--- src/rtl/ship_placer.sv ---
// ship_placer: ship-placement front end for the game board matrix.
// Maps the cursor pixel position onto an 8x8 grid index and turns
// left-button presses into single-cycle place strobes. It walks the host,
// then the guest, through setup with a fixed-size fleet each.
// Optional feature macro: SHIP_DUP_CHECK_EN. When it is defined, per-player
// occupancy masks reject clicks on cells that already hold a ship.
module ship_placer #(
  parameter int BOARD_X0  = 64,
  parameter int BOARD_Y0  = 64,
  parameter int CELL_SIZE = 48,
  parameter int SHIPS     = 4
) (
  input  logic        clk,
  input  logic        rst_n,
  input  logic [11:0] xpos,
  input  logic [11:0] ypos,
  input  logic        left,
  input  logic        setup_req,
  output logic [1:0]  start,
  output logic        place,
  output logic [5:0]  mouse_pos,
  output logic [2:0]  ships_left,
  output logic        setup_done
);

  // The phase encoding is chosen to match the start code.
  typedef enum logic [1:0] {
    IDLE  = 2'b00,
    HOST  = 2'b01,
    GUEST = 2'b10,
    DONE  = 2'b11
  } phase_e;

  localparam logic [11:0] X0      = 12'(BOARD_X0);
  localparam logic [11:0] Y0      = 12'(BOARD_Y0);
  localparam logic [2:0]  SHIPS_L = 3'(SHIPS);

  // Counts how many cell boundaries lie at or below the offset d.
  // Results 0..7 are in-grid; 8 means the cursor is past the last cell.
  function automatic logic [3:0] grid_index(input logic [11:0] d);
    logic [3:0] idx;
    idx = 4'd0;
    for (int k = 1; k <= 8; k++) begin
      if (32'(d) >= $unsigned(k * CELL_SIZE)) idx = idx + 4'd1;
    end
    return idx;
  endfunction

  phase_e      state_q, state_d;
  logic        left_s1_q, left_s1_d;
  logic        left_s2_q, left_s2_d;
  logic        left_s3_q, left_s3_d;
  logic        place_q, place_d;
  logic [5:0]  mouse_pos_q, mouse_pos_d;
  logic [2:0]  ships_left_q, ships_left_d;

  logic [11:0] dx, dy;
  logic [3:0]  col_raw, row_raw;
  logic        cell_valid;
  logic [5:0]  cell_idx;
  logic        rise;
  logic        placing;
  logic        dup;
  logic        accept;

`ifdef SHIP_DUP_CHECK_EN
  logic [63:0] host_mask_q, host_mask_d;
  logic [63:0] guest_mask_q, guest_mask_d;
`endif

  // Cursor to grid cell: offset from the grid origin, then comparator chain.
  always_comb begin
    // NOTE: every always_comb output gets a default first so no latch is inferred.
    dx         = xpos - X0;
    dy         = ypos - Y0;
    col_raw    = grid_index(dx);
    row_raw    = grid_index(dy);
    cell_valid = (xpos >= X0) && (ypos >= Y0) && !col_raw[3] && !row_raw[3];
    cell_idx   = {row_raw[2:0], col_raw[2:0]};
  end

  // Button synchronizer, rising-edge detect and click acceptance.
  always_comb begin
    left_s1_d = left;
    left_s2_d = left_s1_q;
    left_s3_d = left_s2_q;
    rise      = left_s2_q & ~left_s3_q;
    placing   = (state_q == HOST) || (state_q == GUEST);
`ifdef SHIP_DUP_CHECK_EN
    dup = (state_q == HOST) ? host_mask_q[cell_idx] : guest_mask_q[cell_idx];
`else
    dup = 1'b0;
`endif
    accept      = rise & placing & cell_valid & ~dup;
    place_d     = accept;
    mouse_pos_d = cell_valid ? cell_idx : mouse_pos_q;
  end

  // Next phase: a fleet completes on the place cycle that consumes the last ship.
  always_comb begin
    state_d = state_q;
    unique case (state_q)
      IDLE:    if (setup_req) state_d = HOST;
      HOST:    if (place_q && ships_left_q == 3'd1) state_d = GUEST;
      GUEST:   if (place_q && ships_left_q == 3'd1) state_d = DONE;
      DONE:    state_d = DONE;
      default: state_d = IDLE;
    endcase
  end

  // Remaining-ship counter: loaded on setup, decremented after each place pulse.
  always_comb begin
    ships_left_d = ships_left_q;
    if (state_q == IDLE && setup_req) begin
      ships_left_d = SHIPS_L;
    end else if (placing && place_q) begin
      if (ships_left_q == 3'd1) ships_left_d = (state_q == HOST) ? SHIPS_L : 3'd0;
      else                      ships_left_d = ships_left_q - 3'd1;
    end
  end

`ifdef SHIP_DUP_CHECK_EN
  // Occupancy masks: cleared on setup, marked on the edge that accepts a click.
  always_comb begin
    host_mask_d  = host_mask_q;
    guest_mask_d = guest_mask_q;
    if (state_q == IDLE && setup_req) begin
      host_mask_d  = '0;
      guest_mask_d = '0;
    end else if (accept) begin
      if (state_q == HOST) host_mask_d[cell_idx]  = 1'b1;
      else                 guest_mask_d[cell_idx] = 1'b1;
    end
  end

  // Mask storage.
  always_ff @(posedge clk or negedge rst_n) begin
    // NOTE: the masks are plain flops, so they take the async reset like any state.
    if (!rst_n) begin
      host_mask_q  <= '0;
      guest_mask_q <= '0;
    end else begin
      host_mask_q  <= host_mask_d;
      guest_mask_q <= guest_mask_d;
    end
  end
`endif

  // Phase register.
  always_ff @(posedge clk or negedge rst_n) begin
    // NOTE: sequential state uses non-blocking assignments so every flop samples pre-edge values.
    if (!rst_n) state_q <= IDLE;
    else        state_q <= state_d;
  end

  // Datapath registers: synchronizer, strobe, cursor cell, ship counter.
  always_ff @(posedge clk or negedge rst_n) begin
    if (!rst_n) begin
      left_s1_q    <= 1'b0;
      left_s2_q    <= 1'b0;
      left_s3_q    <= 1'b0;
      place_q      <= 1'b0;
      mouse_pos_q  <= 6'd0;
      ships_left_q <= 3'd0;
    end else begin
      left_s1_q    <= left_s1_d;
      left_s2_q    <= left_s2_d;
      left_s3_q    <= left_s3_d;
      place_q      <= place_d;
      mouse_pos_q  <= mouse_pos_d;
      ships_left_q <= ships_left_d;
    end
  end

  // Outputs decoded from the phase register and the datapath flops.
  always_comb begin
    start      = state_q;
    setup_done = (state_q == DONE);
    place      = place_q;
    mouse_pos  = mouse_pos_q;
    ships_left = ships_left_q;
  end

endmodule

--- config.mk ---
export PLATFORM = sky130hd
export DESIGN_NAME = ship_placer
export DESIGN_NICKNAME = d
export VERILOG_FILES = /design/src/rtl/ship_placer.sv
export SDC_FILE = /design/constraint.sdc
export NUM_CORES = 1
export LEC_CHECK = 0
export CORE_MARGIN = 3
export CORE_UTILIZATION = 50
export DETAILED_ROUTE_END_ITERATION = 12
export PLACE_DENSITY = 0.75
export SETUP_SLACK_MARGIN = 0.2
export SLEW_MARGIN = 40
export SYNTH_ARGS = -nofsm -noshare
export SYNTH_HDL_FRONTEND = slang
export SYNTH_SLANG_ARGS = --single-unit
--- constraint.sdc ---
create_clock -name clk -period 1.9 [get_ports clk]
set_input_delay 0.19 -clock clk [delete_from_list [all_inputs] [get_ports clk]]
set_output_delay 0.19 -clock clk [all_outputs]
set_load 0.02 [all_outputs]
==> Word-level counts from Yosys, hierarchy flattened <==
Index checks and enable logic that the tools add are counted.
W data, S select, Z words.
{ "word_totals": {"ff_bits": 15, "inputBits": 28, "output_inout_bits": 13, "word_cells": 89} }
{ "op_classes": {"addsub": 17, "order_cmp": 18, "n_eq_ne": 7, "muxes": 24, "bitwise": 4, "n_reduce_logical": 12} }
{ "ops": {"columns": ["operator", "count"], "rows": [
  ["$ge A12 B8 Y1 const B", 6],
  ["$ge A12 B9 Y1 const B", 6],
  ["$add A4 B1 Y4 const B", 14],
  ["$mux W4", 14],
  ["$ge A12 B7 Y1 const B", 4],
  ["$ge A12 B6 Y1 const B", 2],
  ["$sub A12 B7 Y12 const B", 2],
  ["$mux W3", 4],
  ["$pmux W2 S4", 1],
  ["$logic_and A1 B1 Y1", 6],
  ["$mux W2", 3],
  ["$eq A2 B2 Y1 const B", 2],
  ["$ne A2 B1 Y1 const B", 2],
  ["$and A1 B1 Y1", 3],
  ["$eq A3 B1 Y1 const B", 1],
  ["$reduce_and A3 Y1", 1],
  ["$sub A3 B1 Y3 const B", 1],
  ["$eq A2 B1 Y1 const B", 1],
  ["$logic_not A1 Y1", 2],
  ["$logic_not A2 Y1", 1],
  ["$mux W1", 2],
  ["$ne A2 B2 Y1 const B", 1],
  ["$reduce_bool A2 Y1", 1],
  ["$logic_or A1 B1 Y1", 1],
  ["$not A1 Y1", 1]
]} }

==> Logic depth before layout (Yosys ltp) <==
Gate-level depths: netlist of run 1.
{ "logic_depth": {"word_depth": 21, "depth_mapped": 26} }

==> Worst setup path before layout of run 1 <==
OpenSTA, ideal clock, no wires.
{ "synth_path": {"path_kind": "input to register", "startpoint": "input ypos[6]", "endpoint": "register mouse_pos_q[2], in the netlist mouse_pos[2]", "t_arrival_ps": 5764, "required_time_ps": 1775, "setup_slack_ps": -3989, "path_stages": 23, "cell_sequence": "inv_1 ha_1 or2_0 a221o_1 a21o_4 or3_1 ha_1 nor4_1 a21oi_1 ha_1 a21o_1 ha_1 mux2_2 ha_1 o2bb2ai_1 or3_1 ha_1 o21ai_1 or3_1 mux2i_1 or4_4 a21oi_4 mux2_2"} }
{ "synth_between": {"elab_chain_cells": 19} }
{ "synth_lines": {"columns": ["element", "line_no", "text"], "rows": [
  ["from (decl)", "16", "input logic [11:0] ypos,"],
  ["$sub A12 B7 Y12", "75", "dy = ypos - Y0;"],
  ["$ge A12 B6 Y1", "44", "if (32'(d) >= $unsigned(k * CELL_SIZE)) idx = idx + 4'd1;"],
  ["$mux W1", "44", null],
  ["$add A4 B1 Y4", "44", null],
  ["$mux W4", "44", null],
  ["$add A4 B1 Y4", "44", null],
  ["$mux W4", "44", null],
  ["$add A4 B1 Y4", "44", null],
  ["[... 3 more ...]", null, null],
  ["$add A4 B1 Y4", "44", null],
  ["$mux W4", "44", null],
  ["$add A4 B1 Y4", "44", null],
  ["$mux W4", "44", null],
  ["$add A4 B1 Y4", "44", null],
  ["$mux W4", "44", null],
  ["$logic_not A1 Y1", "78", "cell_valid = (xpos >= X0) && (ypos >= Y0) && !col_raw[3] && !row_raw[3];"],
  ["$logic_and A1 B1 Y1 *", "78", null],
  ["to (signal assigned)", "170", "mouse_pos_q <= mouse_pos_d;"],
  ["to (decl)", "54", "logic [5:0] mouse_pos_q, mouse_pos_d;"]
]} }
Mark *: on every way between the ends. The rest lies on a longest branch, timed or not.
A chain may end at the register's enable or synchronous reset.

==> Worst setup path after layout of run 1 <==
{ "layout_path": {"startpoint": "input ypos[7]", "endpoint": "register mouse_pos_q[3], in the netlist mouse_pos[3]"} }
{ "layout_between": {"elab_chain_cells": 19} }
{ "layout_lines": {"columns": ["element", "line_no"], "rows": [
  ["$sub A12 B7 Y12", "75"],
  ["$ge A12 B6 Y1", "44"],
  ["$mux W1", "44"],
  ["$add A4 B1 Y4", "44"],
  ["$mux W4", "44"],
  ["$add A4 B1 Y4", "44"],
  ["$mux W4", "44"],
  ["$add A4 B1 Y4", "44"],
  ["[... 3 more ...]", null],
  ["$add A4 B1 Y4", "44"],
  ["$mux W4", "44"],
  ["$add A4 B1 Y4", "44"],
  ["$mux W4", "44"],
  ["$add A4 B1 Y4", "44"],
  ["$mux W4", "44"],
  ["$logic_not A1 Y1", "78"],
  ["$logic_and A1 B1 Y1", "78"]
]} }
Several ways; a longest one is shown, not always the timed one.

==> results of run 1 <==
==> logic make-up (layout without fill, tap and decap cells) <==
family	Yosys count	after routing	synth area share
flops	15	15	0.1446
buf+inv	25	181	0.04050
xor+xnor	29	29	0.1133
compound gates	78	78	0.2218
simple gates	116	116	0.2478
fa+ha+maj	35	35	0.1688
mux	14	14	0.06316
==> cell usage in the layout (no fill, tap or decap), types with 3 or more instances in the layout <==
master / Yosys / final
inv_2: 0 / 3
clkdlybuf4s50_1: 0 / 36
and3_1: 3 / 3
buf_4: 2 / 115
mux2i_1: 4 / 4
nor4_1: 9 / 7
clkbuf_8: 0 / 3
o21ai_0: 13 / 13
nand3_1: 15 / 15
mux2_2: 8 / 3
or3_1: 7 / 5
a211o_1: 3 / 3
nand2_1: 31 / 31
nor2_1: 11 / 11
a21o_1: 4 / 4
nand4_1: 5 / 5
nand2b_1: 4 / 4
xnor2_1: 17 / 17
ha_1: 35 / 29
nor3_1: 6 / 4
or2_2: 3 / 3
dfrtp_1: 15 / 14
nor4b_1: 3 / 3
mux2_4: 0 / 6
a21oi_1: 22 / 21
xor2_1: 9 / 8
ha_4: 0 / 6
inv_1: 19 / 15
==> per-layer routing <==
layer / vias up / share of wire / global-route usage
li1: 1465 / - / -
met1: 1407 / 0.42 / 0.3085
met2: 97 / 0.52 / 0.5163
met3: 19 / 0.037 / 0.02867
met4: 0 / 0.026 / 0.09790
met5: - / 0 / 0
==> where the power goes <==
part	internal (mW)	leakage, nW	switching (mW)
clock	0.145	0.0255	0.113
sequential	0.389	0.170	0.0503
combinational	0.922	1.74	0.707
total	1.46	1.93	0.871
==> repair_timing <==
item,4_1_cts,5_1_grt
hold buffers,0,0
buffers inserted,6,3
setup endpoints to repair,7,8
resized for setup,25,5
pin swaps,16,7
==> layout make-up <==
cell class	count	area, sq um	share of cell area
Tap cell	67	83.83	0.01997
Inverter	19	75.07	0.01788
Multi-Input combinational cell	272	2312	0.5508
Clock buffer	3	41.29	0.009836
Timing Repair Buffer	158	1304	0.3106
Clock inverter	1	5.005	0.001192
Sequential cell	15	376.6	0.08972
==> registers in the layout, indices dropped and copies added, names as in the netlist <==
register    count
place           1
start           2
left_s3_q       1
left_s2_q       1
mouse_pos       6
left_s1_q       1
ships_left      3
==> stage by stage <==
step,TNS (ns),setup slack (ns)
6_report,-25.40,-3.677
5_1_grt,-26.37,-3.813
4_1_cts,-24.72,-3.578
3_5_place_dp,-30.37,-4.392
3_3_place_gp,-29.10,-4.203
2_1_floorplan,-25.37,-3.685
==> how the worst max path moves through the flow <==
stage / startpoint / end / slack (ns) / cells past startpoint
6_report: ypos[7] / mouse_pos[3]$_DFFE_PN0P_ / -3.68 / 25
5_1_grt: ypos[7] / mouse_pos[3]$_DFFE_PN0P_ / -3.81 / 25
4_1_cts: ypos[7] / mouse_pos[3]$_DFFE_PN0P_ / -3.58 / 25
3_5_place_dp: ypos[7] / mouse_pos[5]$_DFFE_PN0P_ / -4.39 / 24
3_3_place_gp: ypos[7] / mouse_pos[1]$_DFFE_PN0P_ / -4.20 / 24
2_1_floorplan: ypos[7] / mouse_pos[1]$_DFFE_PN0P_ / -3.69 / 23
==> worst max-delay path: cells and delay by family <==
| family | cells | cell delay (ns) |
|---|---|---|
| AND/OR/NAND/NOR | 4 | 1.34 |
| multiplexers | 2 | 0.57 |
| adder cells (fa/ha/maj) | 6 | 1.39 |
| buffers and inverters | 4 | 0.39 |
| AO/OA/AOI/OAI | 8 | 1.64 |
| XOR/XNOR | 1 | 0.18 |
==> results.json, run 1 <==
{
  "status": "finished with violations",
  "violations": "negative setup slack",
  "hold_ws_ns": 0.3394,
  "yosys.area.top_type": "ha_1",
  "async_flop_share": 1.000,
  "cp-end-kind": "flop",
  "timing.max_cap.violations": 0,
  "ys_types": 71,
  "worst_r2r_endpoint": "ships_left[0]$_DFFE_PN0P_",
  "clockRootBuffer": "clkbuf_8",
  "initial_core_util": 0.5318,
  "grt_use_total": 0.2708,
  "syn_area_sq_um": 2595,
  "powerDensity_nw_per_um2": 554.5,
  "yosys_most_used_dff": "dfrtp_1",
  "fillers": 285,
  "synth_nets": 375,
  "grt_pass1_wl_um": 13710,
  "dr.pass1.iters": 7,
  "reg2reg_from": "start[1]$_DFFE_PN0P_",
  "num_antenna_cells": 0,
  "numCtsBuffers": 3,
  "drtIter0Drc": 110,
  "setup_ws_ns": -3.677,
  "synth-edff-count": 0,
  "final_hold_viol_count": 0,
  "drc": 0,
  "path_clk_slew_ns": 0.06,
  "post_drt_wl_per_cell_um": 15.18,
  "fp.coreArea_sq_um": 4880,
  "routed-via-count": 2988,
  "io_pins": 41,
  "dp_hpwl_um": 6030,
  "cts_tree": "done",
  "vias_per_cell": 5.585,
  "grt_start_max_net_pins": 16,
  "grt_pass1_vias": 3061,
  "final_util": 0.8603,
  "critPathMaxFanout": 6,
  "leakage_nw": 1.934,
  "chipWidth_um": 78.04,
  "cts_buffer_depth": 2,
  "crit_type": "in -> reg",
  "netlist_instances": 312,
  "dp.cells": 522,
  "min_period_ns": 5.577,
  "die_area_sq_um": 6090,
  "final_area_sq_um": 4198,
  "max_slew_margin": 0.5652,
  "cp.required_ns": 2.03,
  "finalSetupViolations": 7,
  "rrSetupSlack_ns": 0.37,
  "cpPeakStageDelay_ns": 0.41,
  "finalCritPeriodShare": 2.936,
  "drive_above_1_share": 0.3825,
  "fp-row-count": 25,
  "gp_congestion": 0.9037,
  "die-height_um": 78.04,
  "synthTopCellsByCount": "ha_1 (35), nand2_1 (31), a21oi_1 (22)",
  "cts.sinks": 15,
  "synth.avg_cell_area_sq_um": 8.317,
  "startpoint_type": "input port",
  "slew_violations": 0,
  "ys_top_cells_by_area": "ha_1 (17%), dfrtp_1 (14%), xnor2_1 (5.7%)",
  "nets": 532,
  "worst_r2r_path_depth": 6,
  "clock_skew_ns": 0.004968,
  "grt_antenna_before_repair": 0,
  "overflow": 0,
  "ir_worst_vdd_uv": 464.0,
  "yosysMostFrequentCell": "ha_1",
  "total_power_mw": 2.328,
  "ys_ff_latch": 15,
  "max_freq_ghz": 0.1793,
  "path_common_cell": "ha_4",
  "portBuffers": 40,
  "worstSkewPairLatency_ns": 0.25,
  "netlist.area_leader.share": 0.1688,
  "area_delta_synth_final_pct": 61.76,
  "ys_warn_count": 0,
  "worstMarginPinSlew_ns": 0.6501,
  "layout.cells.non_filler": 535,
  "min_path_type": "in -> async",
  "rsz0062_at_grt": "true",
  "slowest_stage": "or3_4",
  "yosysSeqAreaShare": 0.1446,
  "cp.arrival_ns": 5.71,
  "cts_max_level": 1,
  "place_area_sq_um": 3980,
  "routed_wirelength_um": 8123,
  "ant_nets": 0
}
Power figures use the tool's default switching activity.
==> run 2, diff against run 1 <==
--- a/config.mk
+++ b/config.mk
@@ -5,10 +5,12 @@
 export SDC_FILE = /design/constraint.sdc
 export NUM_CORES = 1
 export LEC_CHECK = 0
+export CELL_PAD_IN_SITES_DETAIL_PLACEMENT = 1
+export CELL_PAD_IN_SITES_GLOBAL_PLACEMENT = 2
 export CORE_MARGIN = 3
-export CORE_UTILIZATION = 50
+export CORE_UTILIZATION = 33
 export DETAILED_ROUTE_END_ITERATION = 12
-export PLACE_DENSITY = 0.75
+export PLACE_DENSITY_LB_ADDON = 0.1
 export SETUP_SLACK_MARGIN = 0.2
 export SLEW_MARGIN = 40
 export SYNTH_ARGS = -nofsm -noshare
==> results.json, run 2 (synthesis gave the netlist of run 1 again) <==
{
  "status": "finished with violations",
  "violations": "negative setup slack",
  "cts_max_level": 1,
  "initial_core_util": 0.3485,
  "setup_ws_ns": -3.713,
  "cp.required_ns": 2.02,
  "fillers": 924,
  "finalSetupViolations": 7,
  "final_common_cell": "buf_4",
  "clock_skew_ns": 0.001561,
  "chipWidth_um": 94.68,
  "min_path_type": "in -> async",
  "crit_start": "ypos[7]",
  "place_area_sq_um": 4080,
  "ant_nets": 0,
  "hold_ws_ns": 0.3450,
  "nets": 546,
  "crit_type": "in -> reg",
  "reg2reg_from": "ships_left[1]$_DFFE_PN0P_",
  "powerDensity_nw_per_um2": 559.7,
  "gp_congestion": 0.8018,
  "cts_tree": "done",
  "fp-row-count": 31,
  "grt_pass1_vias": 3166,
  "critPathMaxFanout": 6,
  "overflow": 0,
  "grt_pass1_wl_um": 14570,
  "dr.pass1.iters": 4,
  "final_area_sq_um": 4363,
  "total_power_mw": 2.442,
  "rrSetupSlack_ns": 0.38,
  "final_hold_viol_count": 0,
  "clockRootBuffer": "clkbuf_8",
  "timing.max_cap.violations": 0,
  "final_cell_mix": "buf_4 (127), clkdlybuf4s50_1 (35), nand2_1 (31)",
  "slew_violations": 0,
  "layout.cells.non_filler": 581,
  "leakage_nw": 1.996,
  "worstSkewPairLatency_ns": 0.24,
  "cts_buffer_depth": 2,
  "grt_use_total": 0.1949,
  "die_area_sq_um": 8963,
  "drtIter0Drc": 79,
  "worst_r2r_path_depth": 6,
  "largest_reg_flops": 6,
  "setup_tns_ns": -25.80,
  "drc": 0,
  "routed-via-count": 2956,
  "vias_per_cell": 5.088,
  "grt_start_max_net_pins": 16,
  "cp.arrival_ns": 5.74,
  "portBuffers": 40,
  "area_delta_synth_final_pct": 68.13,
  "crit_end": "mouse_pos[1]$_DFFE_PN0P_",
  "max_slew_margin": 0.5778,
  "max_freq_ghz": 0.1782,
  "numCtsBuffers": 3,
  "num_antenna_cells": 0,
  "dp.cells": 562,
  "worstMarginPinSlew_ns": 0.6314,
  "cts.sinks": 15,
  "io_pins": 41,
  "fp.coreArea_sq_um": 7447,
  "rsz0062_at_grt": "true",
  "path_clk_slew_ns": 0.06,
  "die-height_um": 94.68,
  "worst_r2r_endpoint": "start[1]$_DFFE_PN0P_",
  "ir_worst_vdd_uv": 293.9,
  "cp-end-kind": "flop",
  "post_drt_wl_per_cell_um": 15.46,
  "dp_hpwl_um": 7129,
  "min_period_ns": 5.613,
  "startpoint_type": "input port",
  "routed_wirelength_um": 8980,
  "drive_above_1_share": 0.3963,
  "grt_antenna_before_repair": 0,
  "finalCritPeriodShare": 2.954
}
[run 2: metal layers]
metal  part of all wire  vias to the layer above  GRT usage
met2               0.55                       25     0.3858
met1               0.43                     1440     0.2360
li1                   -                     1483          -
met4             0.0081                        0    0.01803
met5                  0                        -          0
met3              0.016                        8    0.01116
[run 2: worst min path at each step]
stage	startpoint	to	depth (start not counted)
2_1_floorplan	rst_n	left_s1_q$_DFF_PN0_	0
3_3_place_gp	left_s1_q$_DFF_PN0_	left_s2_q$_DFF_PN0_	0
3_5_place_dp	left_s1_q$_DFF_PN0_	left_s2_q$_DFF_PN0_	0
4_1_cts	left_s1_q$_DFF_PN0_	left_s2_q$_DFF_PN0_	0
5_1_grt	left_s1_q$_DFF_PN0_	left_s2_q$_DFF_PN0_	0
6_report	rst_n	start[1]$_DFFE_PN0P_	1
[run 2: worst max-delay path, cell delays in order]
cell and delay, ns:
buf_8 0.08, clkinvlp_4 0.09, ha_4 0.17, or2_0 0.19
a221o_1 0.33, a21o_4 0.24, or3_4 0.36, ha_4 0.18
nor4_4 0.25, a21oi_2 0.05, ha_1 0.32, a21o_1 0.23
ha_4 0.22, mux2_4 0.27, ha_4 0.23, o2bb2ai_4 0.12
or3_4 0.36, ha_4 0.29, o21ai_4 0.05, or3_4 0.42
a211oi_4 0.24, o211ai_1 0.21, a21oi_4 0.21, buf_12 0.14
mux2_4 0.29
[run 2: timing repair]
item / in CTS / in global routing
hold buffers: 0 / 0
cloned: 0 / 0
pin swaps: 22 / 17
endpoints found under the setup margin: 7 / 8
buffers inserted: 9 / 6
resized for setup: 27 / 6
[run 2: through the flow]
step | setup WS, ns | util
floorplan | -3.685 | -
global placement | -4.215 | 0.5479
detailed placement | -4.435 | 0.5479
CTS | -3.636 | 0.5758
global route | -3.880 | 0.5859
finish | -3.713 | 0.5859
[run 2: cell type report]
type,count,area [sq um],share of cell area
timing repair buffer,172,1419,0.3252
inverter,19,75.07,0.01721
clock buffer,4,45.04,0.01032
tap,99,123.9,0.02839
multi-input combinational,272,2325,0.5328
sequential,15,375.4,0.08603
[run 2: report_power, final]
| group | internal, mW | leakage, nW | switching, mW |
|---|---|---|---|
| combinational | 1.02 | 1.80 | 0.734 |
| clock | 0.148 | 0.0228 | 0.101 |
| sequential | 0.389 | 0.171 | 0.0476 |
